==> src/rtl/qupls_alu_dispatch_fifo.sv <==
// In-order dispatch FIFO between the ALU-classification decode stage and the ALU reservation station.
// Absorbs reservation-station back-pressure, supports flush, and counts dispatched ALU ops.
module qupls_alu_dispatch_fifo #(
  parameter int DEPTH = 4,
  parameter int IW    = 48,
  parameter int TW    = 6
) (
  input  logic                       clk,
  input  logic                       rst_n,
  input  logic                       flush,
  input  logic                       dec_valid,
  input  logic                       dec_alu,
  input  logic [IW-1:0]              dec_instr,
  input  logic [TW-1:0]              dec_tag,
  output logic                       dec_ready,
  output logic                       alu_valid,
  output logic [IW-1:0]              alu_instr,
  output logic [TW-1:0]              alu_tag,
  input  logic                       alu_ready,
  output logic [$clog2(DEPTH):0]     count,
  output logic [31:0]                disp_cnt
);

  localparam int AW = $clog2(DEPTH);
  localparam int CW = AW + 1;

  typedef struct packed {
    logic [IW-1:0] instr;
    logic [TW-1:0] tag;
  } entry_t;

  entry_t        mem [DEPTH];
  logic [AW-1:0] rp;
  logic [AW-1:0] wp;
  logic          push;
  logic          pop;

  // Readiness depends only on registered occupancy, so a full FIFO never takes
  // a push in the same cycle it pops; this keeps dec_ready off the alu_ready path.
  assign dec_ready = (count != CW'(DEPTH));
  assign alu_valid = (count != '0);
  assign push      = dec_valid & dec_alu & dec_ready & ~flush;
  assign pop       = alu_valid & alu_ready & ~flush;

  assign alu_instr = mem[rp].instr;
  assign alu_tag   = mem[rp].tag;

  // NOTE: the array is reset here because the head outputs must read as zero
  // during reset; without that requirement it would be left unreset.
  always_ff @(posedge clk or negedge rst_n) begin
    if (!rst_n) begin
      for (int i = 0; i < DEPTH; i++) mem[i] <= '0;
    end else if (push) begin
      mem[wp] <= '{instr: dec_instr, tag: dec_tag};
    end
  end

  // NOTE: sequential state uses non-blocking assignments so every register
  // samples pre-edge values regardless of statement order.
  always_ff @(posedge clk or negedge rst_n) begin
    if (!rst_n) begin
      rp    <= '0;
      wp    <= '0;
      count <= '0;
    end else if (flush) begin
      rp    <= '0;
      wp    <= '0;
      count <= '0;
    end else begin
      if (push) wp <= wp + 1'b1;
      if (pop)  rp <= rp + 1'b1;
      unique case ({push, pop})
        2'b10:   count <= count + 1'b1;
        2'b01:   count <= count - 1'b1;
        default: count <= count;
      endcase
    end
  end

  // Performance counter survives flush; only reset clears it.
  always_ff @(posedge clk or negedge rst_n) begin
    if (!rst_n)   disp_cnt <= '0;
    else if (pop) disp_cnt <= disp_cnt + 32'd1;
  end

endmodule

==> config.mk <==
export PLATFORM = sky130hd
export DESIGN_NAME = qupls_alu_dispatch_fifo
export DESIGN_NICKNAME = d
export VERILOG_FILES = /design/src/rtl/qupls_alu_dispatch_fifo.sv
export SDC_FILE = /design/constraint.sdc
export NUM_CORES = 1
export LEC_CHECK = 0
export ABC_CLOCK_PERIOD_IN_PS = 3750
export CAP_MARGIN = 40
export CORE_AREA = 10 10 146 148
export CTS_BUF_LIST = sky130_fd_sc_hd__clkbuf_4 sky130_fd_sc_hd__clkbuf_8
export DETAILED_ROUTE_END_ITERATION = 8
export DIE_AREA = 0 0 156 158
export HOLD_SLACK_MARGIN = 0.12
export PLACE_DENSITY = 0.95
export SLEW_MARGIN = 20
export SYNTH_ARGS = -nofsm -noshare
export SYNTH_HDL_FRONTEND = slang
export SYNTH_SLANG_ARGS = --single-unit
==> constraint.sdc <==
create_clock -name clk -period 3.75 [get_ports clk]
set_clock_uncertainty 0.15 [all_clocks]
set_input_delay 0.9375 -clock clk [delete_from_list [all_inputs] [get_ports clk]]
set_output_delay 0.9375 -clock clk [all_outputs]
set_load 0.005 [all_outputs]
* Word-level counts from Yosys, hierarchy flattened *
Cells that the tools add are included.

storage, ports and cells
  flip-flop bits (word level) = 255
  bits of input ports = 60
  output and inout port bits = 91
  logic and storage cells = 48

operators by class
  add/sub/neg operators = 5
  order comparisons = 3
  equal/unequal tests = 3
  muxes and demuxes = 12
  bitwise gates (word level) = 8
  reduce and logical (&&, ||, !) cells = 5

operators with widths
  cell                                                                          count
  216-bit bitwise mux                                                           1
  54-bit two-way mux                                                            3
  54-bit binary-select mux with 2-bit select                                    1
  54-bit demux with 2-bit select                                                1
  32-bit by 1-bit adder with 32-bit output, second input constant               1
  2-bit two-way mux                                                             4
  3-bit greater-or-equal comparator, second input constant                      2
  2-bit inverter with 3-bit output                                              2
  3-bit case mux with 2 select lines                                            1
  3-bit nonzero test                                                            2
  1-bit bitwise AND                                                             5
  2-bit by 1-bit adder with 2-bit output, second input constant                 2
  2-bit nonzero test                                                            2
  3-bit by 1-bit adder with 3-bit output, second input constant                 1
  3-bit by 1-bit less-than comparator with 1-bit output, second input constant  1
  3-bit two-way mux                                                             1
  3-bit inequality test, second input constant                                  1
  3-bit by 1-bit subtractor with 3-bit output, second input constant            1
  2-bit by 1-bit equality test with 1-bit output, second input constant         1
  2-bit equality test, second input constant                                    1
  1-bit logical AND                                                             1
  1-bit inverter                                                                1

* Logic depth before layout (Yosys ltp) *
  depth after elaboration = 6
  mapped depth = 7
  depth with buffers taken out = 7

* Worst setup path before layout *
Ideal clock, no wire load.

  kind = register -> output
  from = register rp[0]
  to = output alu_instr[0]
  arrival time = 1421 ps
  required time = 2663 ps
  path slack = 1242 ps
  stages on the path, launching flop included = 3
  path buffers = 1
  cells stage by stage = dfrtp_1 clkbuf_1 mux4_2

between the ends
  longest elaborated chain between the ends = 4

RTL lines
  what                                                    RTL line  text
  from (decl)                                             33        logic [AW-1:0] rp;
  from (signal assigned)                                  71        if (pop) rp <= rp + 1'b1;
  2-bit inverter with 3-bit output (not written as such)  45        assign alu_instr = mem[rp].instr;
  54-bit binary-select mux with 2-bit select              45
  54-bit two-way mux (2 in series)                        n/a
  to (decl)                                               17        output logic [IW-1:0] alu_instr,

No other way between the ends. The select of a mux whose other input is x is not followed.

* Worst setup path in the final report *
  from = register rp[0]
  to = output alu_instr[10]

The elaborated chain is that of the path after synthesis.

==> results by group <==
Run status
  – Run status: finished, final reports clean

Synth
  – Post-synth EDFFs: 0
  – Syn_nets: 751
  – Post-synthesis sequential area ratio: 0.576
  – Number of distinct library cells after synthesis: 35
  – Synth Register Bits: 255
  – Post-synth ARST share: 1.00
  – Prevailing post-synth register cell: dfrtp_1
  – Ys Warns: 0
  – Cell Area, Synth: 11100 um^2
  – Cells after Synth: 685
  – Average cell area after synthesis: 16.2 um^2

Pwr
  – Static Leak: 6.23 nW
  – Combinational power share: 0.333
  – Cell Pwr Density: 686 nW/um^2
  – Sequential share of power: 0.413
  – Clock power share: 0.254
  – P_int: 6.97 mW
  – Switching Power: 2.49 mW
  – Sw frac: 0.263
  – Worst vdd ir: 0.414 mV

Setup path
  – CP required: 2.66 ns
  – Crit path launch type: flop
  – Worst setup EP type: output port
  – Worst endpoint data arrival time: 2.31 ns
  – CP max-delay cell: mux4_2
  – Crit-path max cell delay: 0.58 ns
  – Sequence of cells on the critical path: buf_12 > mux4_2 > clkdlybuf4s50_1
  – Setup CP Type: reg -> out
  – Worst-path maximum fanout: 34

Place
  – HPWL Detailed: 15300 um
  – GPL Wtd Cong: 0.766
  – I/O Buffers: 150
  – DP Area: 12900 um^2
  – Dpl ws: 0.566 ns

Cells and area
  – NumNets Final: 929
  – Area of the multi-input gates: 4530 um^2
  – FF/Latch Area: 6390 um^2
  – Filler cells: 1123
  – Area grow syn2layout: 24.4%
  – Share of cells above drive strength 1: 0.421
  – Finished Cell Area: 13800 um^2
  – Antenna diode count: 0

Routing
  – ANT nets after route: 0
  – DR WL met3: 1490 um
  – Detailed Route WL: 23700 um
  – DRT iter0 DRCs: 262
  – Top Layer Used: met4
  – Mean routed wirelength per cell: 21.1 um
  – # DRC: 0
  – Met2 wire len: 11800 um
  – Via/cell ratio: 5.79
  – Via count: 6506
  – M1 WL: 10100 um
  – DRT Pass-1 Iters: 6

STA
  – Final Cycle Share: 0.906
  – Final worst setup slack: 0.353 ns
  – Slew headroom: 0.478
  – FMAX: 294 MHz
  – Fin crit period: 3.40 ns
  – RSZ-0062 raised after global routing: false
  – Final Setup Violations: 0
  – Hold slack: 0.294 ns
  – Endpoints failing hold: 0
  – Slew Limit Fails: 0
  – Worst Max-Slew Pin Slew: 0.783 ns
  – Setup tns final: 0 ns

Min path
  – Hold WC Path Type: in -> async

Global route
  – Number of global-route vias before repair: 7578
  – Grt ovf: 0
  – Largest net degree at the start of global routing: 102
  – First-pass GRT wire length: 39200 um
  – GRT Resource Usage Total: 0.199
  – Initial antenna violation count: 0

Die
  – Die footprint: 24600 um^2
  – Die Y: 158 um
  – Die width: 156 um
  – Starting density of the core: 0.600
  – Row Count: 50
  – I/O pins: 151
  – Core ar.: 18500 um^2

Flow run
  – MaxCap Viol Count: 0

Clock network
  – Post-CTS sizing: 0
  – Post-CTS setup buffer count: 0
  – CTS tree: yes
  – CTS Buf Count: 42
  – Clock transition at path regs: 0.06 ns
  – Number of H-tree levels: 2
  – Clock latency on the worst-skew pair: 0.52 ns
  – Cts hold-fix bufs: 0
  – CTS Root Cell: clkbuf_8
  – TritonCTS sink count: 255
  – Max Buffers Root-to-Sink: 3
## registers in the layout, summed over array words and instances, names as in the netlist
signal    cells
count         3
rp            2
wp            2
disp_cnt     32
mem         216
## cells in the final DEF (no fill, tap or decap), types with 11 or more instances in the layout
master,instances
xnor2_1,26
clkbuf_4,15
mux4_2,54
nand3_1,11
nor2_1,15
mux2_2,217
clkbuf_8,51
clkdlybuf4s50_1,149
dfrtp_1,253
## through the flow
step                      instances  total power [mW]  utilization
after CTS                      1124              9.59        0.747
after global routing           1124              9.99        0.747
after detailed placement       1053              7.14        0.701
final                          1124              9.46        0.747
after global placement         1053              7.01        0.701
after floorplan                 685              5.55            -
## worst paths after layout
| path | startpoint | endpoint | slack, ns | cells after the start |
|---|---|---|---|---|
| min in group clk | disp_cnt[13] | disp_cnt[13] | 0.33 | 1 |
| setup / recovery | rp[0] | alu_instr[10] | 0.35 | 3 |
| setup reg to reg | count[0] | count[2] | 1.32 | 6 |
| hold / removal | rst_n | mem[123] | 0.29 | 1 |
| max in group asynchronous | rst_n | mem[38] | 2.26 | 2 |
| hold reg to reg | disp_cnt[13] | disp_cnt[13] | 0.33 | 1 |
## routing by layer
layer,vias up,GRT usage
li1,2884,-
met3,26,0.0521
met1,3424,0.247
met5,-,0
met4,0,0.0562
met2,172,0.337
## power by group through the flow
| stage | Sequential [mW] | Combinational (mW) | Clock, mW |
|---|---|---|---|
| 6_report | 3.90 | 3.15 | 2.40 |
| 5_1_grt | 3.99 | 3.41 | 2.59 |
| 4_1_cts | 3.90 | 3.22 | 2.46 |
| 3_5_place_dp | 3.94 | 3.20 | 0 |
| 3_3_place_gp | 3.89 | 3.12 | 0 |
| 2_1_floorplan | 3.79 | 1.76 | 0 |
## cells in the mapped netlist, drive strengths merged, types with 2 or more instances
cell | count | area [um^2]
nor3 | 8 | 45.0
and3 | 5 | 32.5
xnor2 | 26 | 228
nor3b | 3 | 27.5
xor2 | 10 | 87.6
buf | 27 | 133
mux2 | 217 | 2440
nand3 | 12 | 65.1
ha | 5 | 62.6
nor2 | 15 | 56.3
inv | 5 | 18.8
mux2i | 2 | 20.0
nor4 | 2 | 27.5
nand3b | 2 | 15.0
dfrtp | 255 | 6380
mux4 | 54 | 1220
nand2 | 14 | 62.6
clkbuf | 6 | 22.5
nand4 | 8 | 50.1
## logic make-up (layout without fill, tap and decap cells)
group           count (synthesis)  count (layout)  share of synthesized area
mux                           273             273                      0.332
buf+inv                        38             243                     0.0157
flops                         255             255                      0.576
fa+ha+maj                       6               6                    0.00745
xor+xnor                       36              36                     0.0285
simple gates                   75              75                     0.0386
compound gates                  2               2                    0.00181
## worst max-delay path: cells and delay by family, from the launching register on
family,cells,cell delay (ns)
flops,1,0.44
mux,1,0.58
buf+inv,2,0.76
## cell type report
type,count,share of cell area
Sequential cell,255,0.463
Multi-Input combinational cell,392,0.328
Timing Repair Buffer,167,0.125
Clock buffer,66,0.0591
Tap cell,234,0.0212
Clock inverter,5,0.00182
Inverter,5,0.00136
Note: power is estimated with default switching activity, not from simulation.
